--- src/rtl/acc_pkg.sv ---
// Shared constants for the multi-channel accumulator: FSM state encoding and
// default widths.
package acc_pkg;

   localparam int DEF_DATA_W = 8;
   localparam int DEF_ACC_W  = 16;
   localparam int DEF_NUM_CH = 4;

   localparam logic [0:0] ST_IDLE  = 1'b0;
   localparam logic [0:0] ST_DRAIN = 1'b1;

endpackage

--- src/rtl/acc_lane.sv ---
// One accumulator channel: adder, wrap or clamp on carry-out, sticky overflow,
// clear-on-read. Define ACC_MULTI_SATURATE_EN to clamp instead of wrapping.
module acc_lane
   import acc_pkg::*;
#(
   parameter int DATA_W = DEF_DATA_W,
   parameter int ACC_W  = DEF_ACC_W
) (
   input  logic              clk,
   input  logic              rst_n,
   input  logic              clr,
   input  logic              add_en,
   input  logic [DATA_W-1:0] add_data,
   input  logic              rd_clr,
   output logic [ACC_W-1:0]  acc,
   output logic              ovf
);

   logic [ACC_W:0]   sum_s;
   logic [ACC_W-1:0] acc_d, acc_q;
   logic             ovf_d, ovf_q;

   // Next-state: clear, clear-on-read, or add with carry handling
   always_comb begin
      sum_s = {1'b0, acc_q} + (ACC_W+1)'(add_data);
      acc_d = acc_q;
      ovf_d = ovf_q;
      if (clr) begin
         acc_d = '0;
         ovf_d = 1'b0;
      end else if (rd_clr) begin
         acc_d = '0;
         ovf_d = 1'b0;
      end else if (add_en) begin
         if (sum_s[ACC_W]) begin
`ifdef ACC_MULTI_SATURATE_EN
            acc_d = {ACC_W{1'b1}};
`else
            acc_d = sum_s[ACC_W-1:0];
`endif
            ovf_d = 1'b1;
         end else begin
            acc_d = sum_s[ACC_W-1:0];
         end
      end else begin
         acc_d = acc_q;
      end
   end

   // Channel state registers
   always_ff @(posedge clk or negedge rst_n) begin
      if (!rst_n) begin
         acc_q <= '0;
         ovf_q <= 1'b0;
      end else begin
         acc_q <= acc_d;
         ovf_q <= ovf_d;
      end
   end

   assign acc = acc_q;
   assign ovf = ovf_q;

endmodule

--- src/rtl/acc_multi.sv ---
// NUM_CH-channel accumulator with sticky overflow and a valid/ready drain
// stream. ACC_MULTI_SATURATE_EN selects clamping over wrap in every lane.
module acc_multi
   import acc_pkg::*;
#(
   parameter int  DATA_W = DEF_DATA_W,
   parameter int  ACC_W  = DEF_ACC_W,
   parameter int  NUM_CH = DEF_NUM_CH,
   localparam int CH_W   = $clog2(NUM_CH)
) (
   input  logic              clk,
   input  logic              rst_n,
   input  logic              clr,
   input  logic              in_valid,
   output logic              in_ready,
   input  logic [CH_W-1:0]   in_ch,
   input  logic [DATA_W-1:0] in_data,
   input  logic              dump,
   output logic              out_valid,
   input  logic              out_ready,
   output logic [CH_W-1:0]   out_ch,
   output logic [ACC_W-1:0]  out_data,
   output logic [NUM_CH-1:0] ovf,
   output logic              busy
);

   logic [0:0]      state_d, state_q;
   logic [CH_W-1:0] idx_d, idx_q;
   logic            draining_s;
   logic            accept_s;
   logic            handshake_s;
   logic            last_s;
   logic [ACC_W-1:0]  lane_acc_s [NUM_CH];
   logic [NUM_CH-1:0] lane_ovf_s;

   assign draining_s  = (state_q == ST_DRAIN);
   // rst_n gates in_ready so the source sees no acceptance while in reset
   assign in_ready    = rst_n && !clr && (state_q == ST_IDLE);
   assign accept_s    = in_valid && in_ready;
   assign handshake_s = draining_s && out_ready;
   assign last_s      = (idx_q == CH_W'(NUM_CH - 1));
   assign out_valid   = draining_s;
   assign busy        = draining_s;
   assign ovf         = lane_ovf_s;

   // Out-of-range channel indices match no lane, so such beats are dropped
   for (genvar g = 0; g < NUM_CH; g++) begin : g_lane
      acc_lane #(
         .DATA_W (DATA_W),
         .ACC_W  (ACC_W)
      ) u_lane (
         .clk      (clk),
         .rst_n    (rst_n),
         .clr      (clr),
         .add_en   (accept_s && (in_ch == CH_W'(g))),
         .add_data (in_data),
         .rd_clr   (handshake_s && (idx_q == CH_W'(g))),
         .acc      (lane_acc_s[g]),
         .ovf      (lane_ovf_s[g])
      );
   end

   // Output mux: current drain channel, forced to zero outside a drain
   always_comb begin
      out_ch   = '0;
      out_data = '0;
      if (draining_s) begin
         out_ch = idx_q;
         for (int i = 0; i < NUM_CH; i++) begin
            if (idx_q == CH_W'(i)) begin
               out_data = lane_acc_s[i];
            end else begin
               out_data = out_data;
            end
         end
      end else begin
         out_ch   = '0;
         out_data = '0;
      end
   end

   // FSM and drain index next-state
   always_comb begin
      state_d = state_q;
      idx_d   = idx_q;
      if (clr) begin
         state_d = ST_IDLE;
         idx_d   = '0;
      end else begin
         case (state_q)
            ST_IDLE: begin
               if (dump) begin
                  state_d = ST_DRAIN;
                  idx_d   = '0;
               end else begin
                  state_d = ST_IDLE;
               end
            end
            ST_DRAIN: begin
               if (handshake_s && last_s) begin
                  state_d = ST_IDLE;
                  idx_d   = '0;
               end else if (handshake_s) begin
                  idx_d = idx_q + CH_W'(1);
               end else begin
                  idx_d = idx_q;
               end
            end
            default: begin
               state_d = ST_IDLE;
               idx_d   = '0;
            end
         endcase
      end
   end

   // FSM state and drain index registers
   always_ff @(posedge clk or negedge rst_n) begin
      if (!rst_n) begin
         state_q <= ST_IDLE;
         idx_q   <= '0;
      end else begin
         state_q <= state_d;
         idx_q   <= idx_d;
      end
   end

endmodule

--- config.mk ---
export PLATFORM = sky130hd
export DESIGN_NAME = acc_multi
export DESIGN_NICKNAME = d
export VERILOG_FILES = /design/src/rtl/acc_pkg.sv /design/src/rtl/acc_lane.sv /design/src/rtl/acc_multi.sv
export SDC_FILE = /design/constraint.sdc
export NUM_CORES = 1
export LEC_CHECK = 0
export CORE_UTILIZATION = 41
export DETAILED_ROUTE_END_ITERATION = 16
export GPL_TIMING_DRIVEN = 0
export PLACE_DENSITY = 0.57
export SLEW_MARGIN = 25
export SYNTH_ARGS = -nofsm -noshare
export SYNTH_HDL_FRONTEND = slang
export SYNTH_HIERARCHICAL = 1
export SYNTH_SLANG_ARGS = --single-unit
--- constraint.sdc ---
create_clock -name clk -period 5.9 [get_ports clk]
set_input_delay 1.77 -clock clk [delete_from_list [all_inputs] [get_ports clk]]
set_output_delay 1.77 -clock clk [all_outputs]
set_load 0.1 [all_outputs]
==> results.py, run 1 <==
metrics = {
    "outcome": {
        "status": "finished, final reports clean",
    },
    "synthesis": {
        "synth_top_area_frac": 0.331,
        "synth_top_flop_cell": "dfrtp_1",
        "yosysMostFrequentCell": "dfrtp_1",
        "ys_types": 58,
        "synth_area_leaders": "dfrtp_1 (33%), ha_1 (8.4%), o21ai_0 (5.0%), a21oi_1 (4.3%), nand2_1 (3.4%)",
        "synth_area_um2": 5360,
        "async_flop_share": 1.00,
        "synth_common_cells": "dfrtp_1 (71), o21ai_0 (54), nand2_1 (49)",
        "synth_enable_flop_cells": 0,
        "synth_warnings": 6,
        "syn_inst": 592,
        "yosysSeqAreaShare": 0.331,
        "avgSynthCellArea_um2": 9.05,
        "syn_nets": 648,
        "synth_top_cell_by_area": "dfrtp_1",
        "yosys_register_bits": 71,
    },
    "placement": {
        "gp_congestion": 0.849,
        "placed_area_um2": 5990,
        "io_buffers": 40,
        "place_inst": 805,
        "place_hpwl_um": 11800,
    },
    "final_layout": {
        "fin_nets": 700,
        "multiInputGateArea_um2": 3350,
        "drive_gt1_frac": 0.117,
        "nFillCells": 1235,
        "utilization": 0.501,
        "final_cell_area_um2": 6350,
        "syn2layout_area_growth_pct": 18.4,
        "register_area_um2": 1780,
        "finish.cell_count_without_fillers": 821,
        "n_antenna_cell": 0,
    },
    "clocking": {
        "cts_tree": "done",
        "root_buffer": "clkbuf_16",
        "clk_pin_slew_worst_paths_ns": 0.06,
        "cts_hold_buf": 0,
        "htree_levels": 3,
        "cts_setup_buffers": 0,
        "cts_resized": 0,
        "cts_buffers": 9,
        "clock_path_buffers": 2,
        "insertion_delay_ns": 0.35,
        "cts.sinks": 71,
    },
    "worst_setup_path": {
        "startpoint_type": "input pin",
        "cp_max_fo": 13,
        "r2r_start": "idx_q[0]",
        "critPathLaunch": "clr",
        "r2r_end": "g_lane[2].u_lane/acc[4]",
        "critical_path_required_ns": 4.13,
        "cp_top_family": "buffers and inverters",
        "regToRegSetupSlack_ns": 3.47,
        "max_stage_delay_ns": 0.81,
        "crit_path_top_delay_cell": "clkdlybuf4s50_1",
        "cp.arrival_ns": 3.70,
        "crit_chain": "clkdlybuf4s50_1 > nor3b_1 > dlymetal6s2s_1",
        "path_buf_inv": 2,
        "cp-end-kind": "output port",
        "cp-endpoint": "in_ready",
        "critPathKind": "input pin to output port",
        "path_depth": 3,
        "reg2regPathDepth": 8,
    },
    "sta": {
        "relSlewSlack": 0.333,
        "rsz0062_at_grt": "no",
        "worst_pin_slew_ns": 0.997,
        "slew_viol_final": 0,
        "period_needed_ns": 5.47,
        "setup_viol": 0,
        "report.final.hold_viol_count": 0,
        "fin_worst_skew_ns": 0.00371,
        "finalCritPeriodShare": 0.927,
        "max_freq_ghz": 0.183,
    },
    "flow_run": {
        "max_cap_violations": 0,
    },
    "drt": {
        "wire_per_inst_um": 19.1,
        "drc": 0,
        "drtAntennaViolNets": 0,
        "viasPerCell": 5.77,
        "dr.pass1.iters": 5,
        "dr_total_vias": 4739,
        "drt-total-wl_um": 15700,
        "first_iter_violations": 301,
    },
    "grt": {
        "grt_antenna_before_repair": 0,
        "grt_pass1_wl_um": 24200,
        "grt_pass1_vias": 4433,
        "track_usage": 0.247,
        "grt-ovfl-total": 0,
        "grt_max_degree": 43,
    },
    "floorplan": {
        "die_w_um": 116,
        "row_count": 41,
        "core_um2": 12700,
        "io_pins": 41,
        "dieHeight_um": 116,
        "die_area_um2": 13500,
        "initial_utilization": 0.423,
    },
    "power": {
        "leakage_nw": 2.66,
        "total_power_w": 0.00130,
        "vdd_drop_max_mv": 0.201,
        "power_density_nw_per_um2": 204,
    },
    "worst_hold_path": {
        "min_path_type": "flip-flop to flip-flop",
    },
}
-- worst reg2reg max path: stages (launching register included) --
cell and delay, ns:
dfrtp_1 0.50, inv_1 0.11, ha_1 0.21, buf_4 0.18
buf_6 0.16, and3_1 0.18, or2_2 0.33, or4b_2 0.62
nand3_1 0.08
-- cells by family after synthesis --
kind of cell / count (synthesis) / synth area share
muxes: 14 / 0.0264
buffers and inverters: 42 / 0.0443
xor gates and xnor gates: 21 / 0.0343
DFF: 71 / 0.331
AOI/OAI and AO/OA: 187 / 0.243
and+or+nand+nor: 217 / 0.222
adders and majority gates: 40 / 0.0990
-- cells in the final DEF (no fill, tap or decap), types with 14 or more instances in the layout --
| cell type | count |
|---|---|
| nand3_1 | 19 |
| or3_1 | 25 |
| and3_1 | 14 |
| a21oi_1 | 46 |
| nand2_1 | 49 |
| nor2_1 | 39 |
| o21ai_1 | 14 |
| ha_1 | 36 |
| o211ai_1 | 16 |
| clkdlybuf4s50_1 | 38 |
| o21ai_0 | 54 |
| inv_1 | 15 |
| dfrtp_1 | 71 |
-- metrics by stage --
| stage | worst slack, ns | hold slack [ns] | TNS, ns |
|---|---|---|---|
| CTS | 0.0413 | 0.497 | 0 |
| finish | 0.434 | 0.494 | 0 |
| global placement | -2.17 | 0.476 | -59.36 |
| floorplan | 0.172 | 0.497 | 0 |
| global route | 0.371 | 0.509 | 0 |
| detailed placement | 0.0457 | 0.484 | 0 |
-- how the worst min path moves through the flow --
stage	from	end	depth (start not counted)
floorplan	g_lane[2].u_lane/acc[7]	g_lane[2].u_lane/acc[7]	2
global placement	g_lane[2].u_lane/ovf	g_lane[2].u_lane/ovf	1
detailed placement	g_lane[2].u_lane/ovf	g_lane[2].u_lane/ovf	1
CTS	g_lane[2].u_lane/ovf	g_lane[2].u_lane/ovf	1
global route	g_lane[3].u_lane/ovf	g_lane[3].u_lane/ovf	1
finish	g_lane[1].u_lane/ovf	g_lane[1].u_lane/ovf	1
-- final cells by class --
class	count	area share
inverter	16	0.00946
clock buffer	10	0.0377
tap	172	0.0339
buffer	26	0.0280
sequential	71	0.280
clock inverter	6	0.0170
timing repair buffer	41	0.0662
multi-input combinational	479	0.528
-- power breakdown --
part / internal, W / leakage (nW) / total [W] / switching [W]
sequential: 0.000490 / 0.989 / 0.000495 / 0.00000480
clock: 0.000423 / 0.168 / 0.000644 / 0.000222
combinational: 0.0000529 / 1.50 / 0.000159 / 0.000106
total: 0.000966 / 2.66 / 0.00130 / 0.000332
-- flip-flops by register name, indices dropped and copies added, names as in the netlist --
register and count:
g_lane.u_lane/ovf 4, idx_q 2, busy 1, g_lane.u_lane/acc 64
-- metal layers --
metal	up-vias	global-route usage	wire, µm
met3	21	0.0690	907
met1	2289	0.344	7520
met5	-	0	0
met4	0	0.0940	412
met2	130	0.361	6810
li1	2299	-	-
Note: power is estimated with default switching activity, not from simulation.
==> inputs of run 2 (changes only) <==
--- a/config.mk
+++ b/config.mk
@@ -9,7 +9,7 @@
 export DETAILED_ROUTE_END_ITERATION = 16
 export GPL_TIMING_DRIVEN = 0
 export PLACE_DENSITY = 0.57
-export SLEW_MARGIN = 25
+export SLEW_MARGIN = 20
 export SYNTH_ARGS = -nofsm -noshare
 export SYNTH_HDL_FRONTEND = slang
 export SYNTH_HIERARCHICAL = 1
==> results.py, run 2 (same netlist as run 1, synthesis figures left out) <==
metrics = {
    "drt": {
        "wire_per_inst_um": 19.0,
        "first_iter_violations": 335,
        "viasPerCell": 5.72,
        "drtAntennaViolNets": 0,
        "drt-total-wl_um": 15600,
        "dr_total_vias": 4700,
        "drc": 0,
        "dr.pass1.iters": 5,
    },
    "final_layout": {
        "fin_nets": 700,
        "mostFrequentLayoutCell": "dfrtp_1",
        "utilization": 0.501,
        "nFillCells": 1237,
        "n_antenna_cell": 0,
        "largest_reg_flops": 64,
        "final_cell_mix": "dfrtp_1 (71), o21ai_0 (54), nand2_1 (49)",
        "syn2layout_area_growth_pct": 18.3,
        "drive_gt1_frac": 0.116,
    },
    "flow_run": {
        "max_cap_violations": 0,
    },
    "clocking": {
        "clock_path_buffers": 2,
        "cts.sinks": 71,
        "clk_pin_slew_worst_paths_ns": 0.06,
        "htree_levels": 3,
        "cts_hold_buf": 0,
        "cts_buffers": 9,
        "insertion_delay_ns": 0.35,
        "root_buffer": "clkbuf_16",
        "cts_tree": "done",
    },
    "sta": {
        "fin_worst_skew_ns": 0.00373,
        "rsz0062_at_grt": "no",
        "max_freq_ghz": 0.183,
        "tns_ns": 0,
        "relSlewSlack": 0.276,
        "finalCritPeriodShare": 0.924,
        "report.final.hold_viol_count": 0,
        "setup_ws_ns": 0.450,
        "worst_pin_slew_ns": 1.08,
        "period_needed_ns": 5.45,
        "slew_viol_final": 0,
        "setup_viol": 0,
    },
    "grt": {
        "grt_max_degree": 43,
        "track_usage": 0.247,
        "grt_antenna_before_repair": 0,
        "grt-ovfl-total": 0,
        "grt_pass1_vias": 4433,
        "grt_pass1_wl_um": 24200,
    },
    "worst_setup_path": {
        "cp-end-kind": "output port",
        "critPathLaunch": "clr",
        "crit_path_top_delay_cell": "clkdlybuf4s50_1",
        "reg2regPathDepth": 6,
        "critical_path_required_ns": 4.13,
        "r2r_start": "busy",
        "cp.arrival_ns": 3.68,
        "crit_chain": "clkdlybuf4s50_1 > nor3b_1 > dlymetal6s2s_1",
        "max_stage_delay_ns": 0.80,
        "regToRegSetupSlack_ns": 3.07,
        "r2r_end": "g_lane[0].u_lane/acc[15]",
        "startpoint_type": "input pin",
        "cp_max_fo": 13,
        "critPathKind": "input pin to output port",
    },
    "power": {
        "leakage_nw": 2.66,
        "vdd_drop_max_mv": 0.202,
        "power_density_nw_per_um2": 205,
    },
    "floorplan": {
        "io_pins": 41,
        "die_w_um": 116,
        "initial_utilization": 0.423,
        "dieHeight_um": 116,
        "die_area_um2": 13500,
        "core_um2": 12700,
        "row_count": 41,
    },
    "placement": {
        "gp_congestion": 0.849,
        "place_hpwl_um": 11800,
        "io_buffers": 40,
        "dp_slack_ns": 0.0457,
    },
    "outcome": {
        "status": "finished, final reports clean",
    },
    "worst_hold_path": {
        "min_path_type": "flip-flop to flip-flop",
        "min_path_cells": 1,
        "hold_start": "g_lane[1].u_lane/ovf",
        "hold_end": "g_lane[1].u_lane/ovf",
    },
}
[run 2: layout make-up]
cell class                 instances  area, µm²  area share
multi-input combinational        479       3350       0.528
sequential                        71       1780       0.280
timing repair buffer              41        420      0.0663
clock buffer                      10        239      0.0377
tap                              172        215      0.0339
buffer                            26        178      0.0280
clock inverter                     6        108      0.0170
inverter                          16       60.1     0.00947
[run 2: layer usage]
metal	up-vias	global-route usage	part of all wire
li1	2297	-	-
met1	2274	0.344	0.48
met2	112	0.361	0.44
met3	17	0.0690	0.055
met4	0	0.0940	0.025
met5	-	0	0
[run 2: critical path: cells and delay by family]
| family | cells | cell delay (ns) |
|---|---|---|
| buffers and inverters | 2 | 1.57 |
| and+or+nand+nor | 1 | 0.32 |
[run 2: where the power goes]
group | leakage, nW | total (W) | internal [W] | switching [W]
combinational | 1.50 | 0.000158 | 0.0000528 | 0.000105
sequential | 0.989 | 0.000495 | 0.000490 | 0.00000484
clock | 0.168 | 0.000644 | 0.000423 | 0.000221
total | 2.66 | 0.00130 | 0.000966 | 0.000331
[run 2: how the worst max path moves through the flow]
stage,to,slack (ns),cells after the start
final,in_ready,0.45,3
after global routing,in_ready,0.37,3
after CTS,in_ready,0.04,3
after detailed placement,in_ready,0.05,3
after global placement,in_ready,-2.17,3
after floorplan,in_ready,0.17,1
[run 2: what timing repair did]
item	4_1_cts	5_1_grt
setup buffers	0	0
endpoints found under the setup margin	0	1
gates resized for setup	0	1
[run 2: through the flow]
stage	cells	area [µm²]	hold slack (ns)	power, W
after floorplan	592	5360	0.497	0.000601
after global placement	804	5980	0.476	0.000656
after detailed placement	805	5990	0.484	0.000661
after CTS	821	6340	0.497	0.00131
after global routing	821	6340	0.509	0.00134
final	821	6340	0.494	0.00130
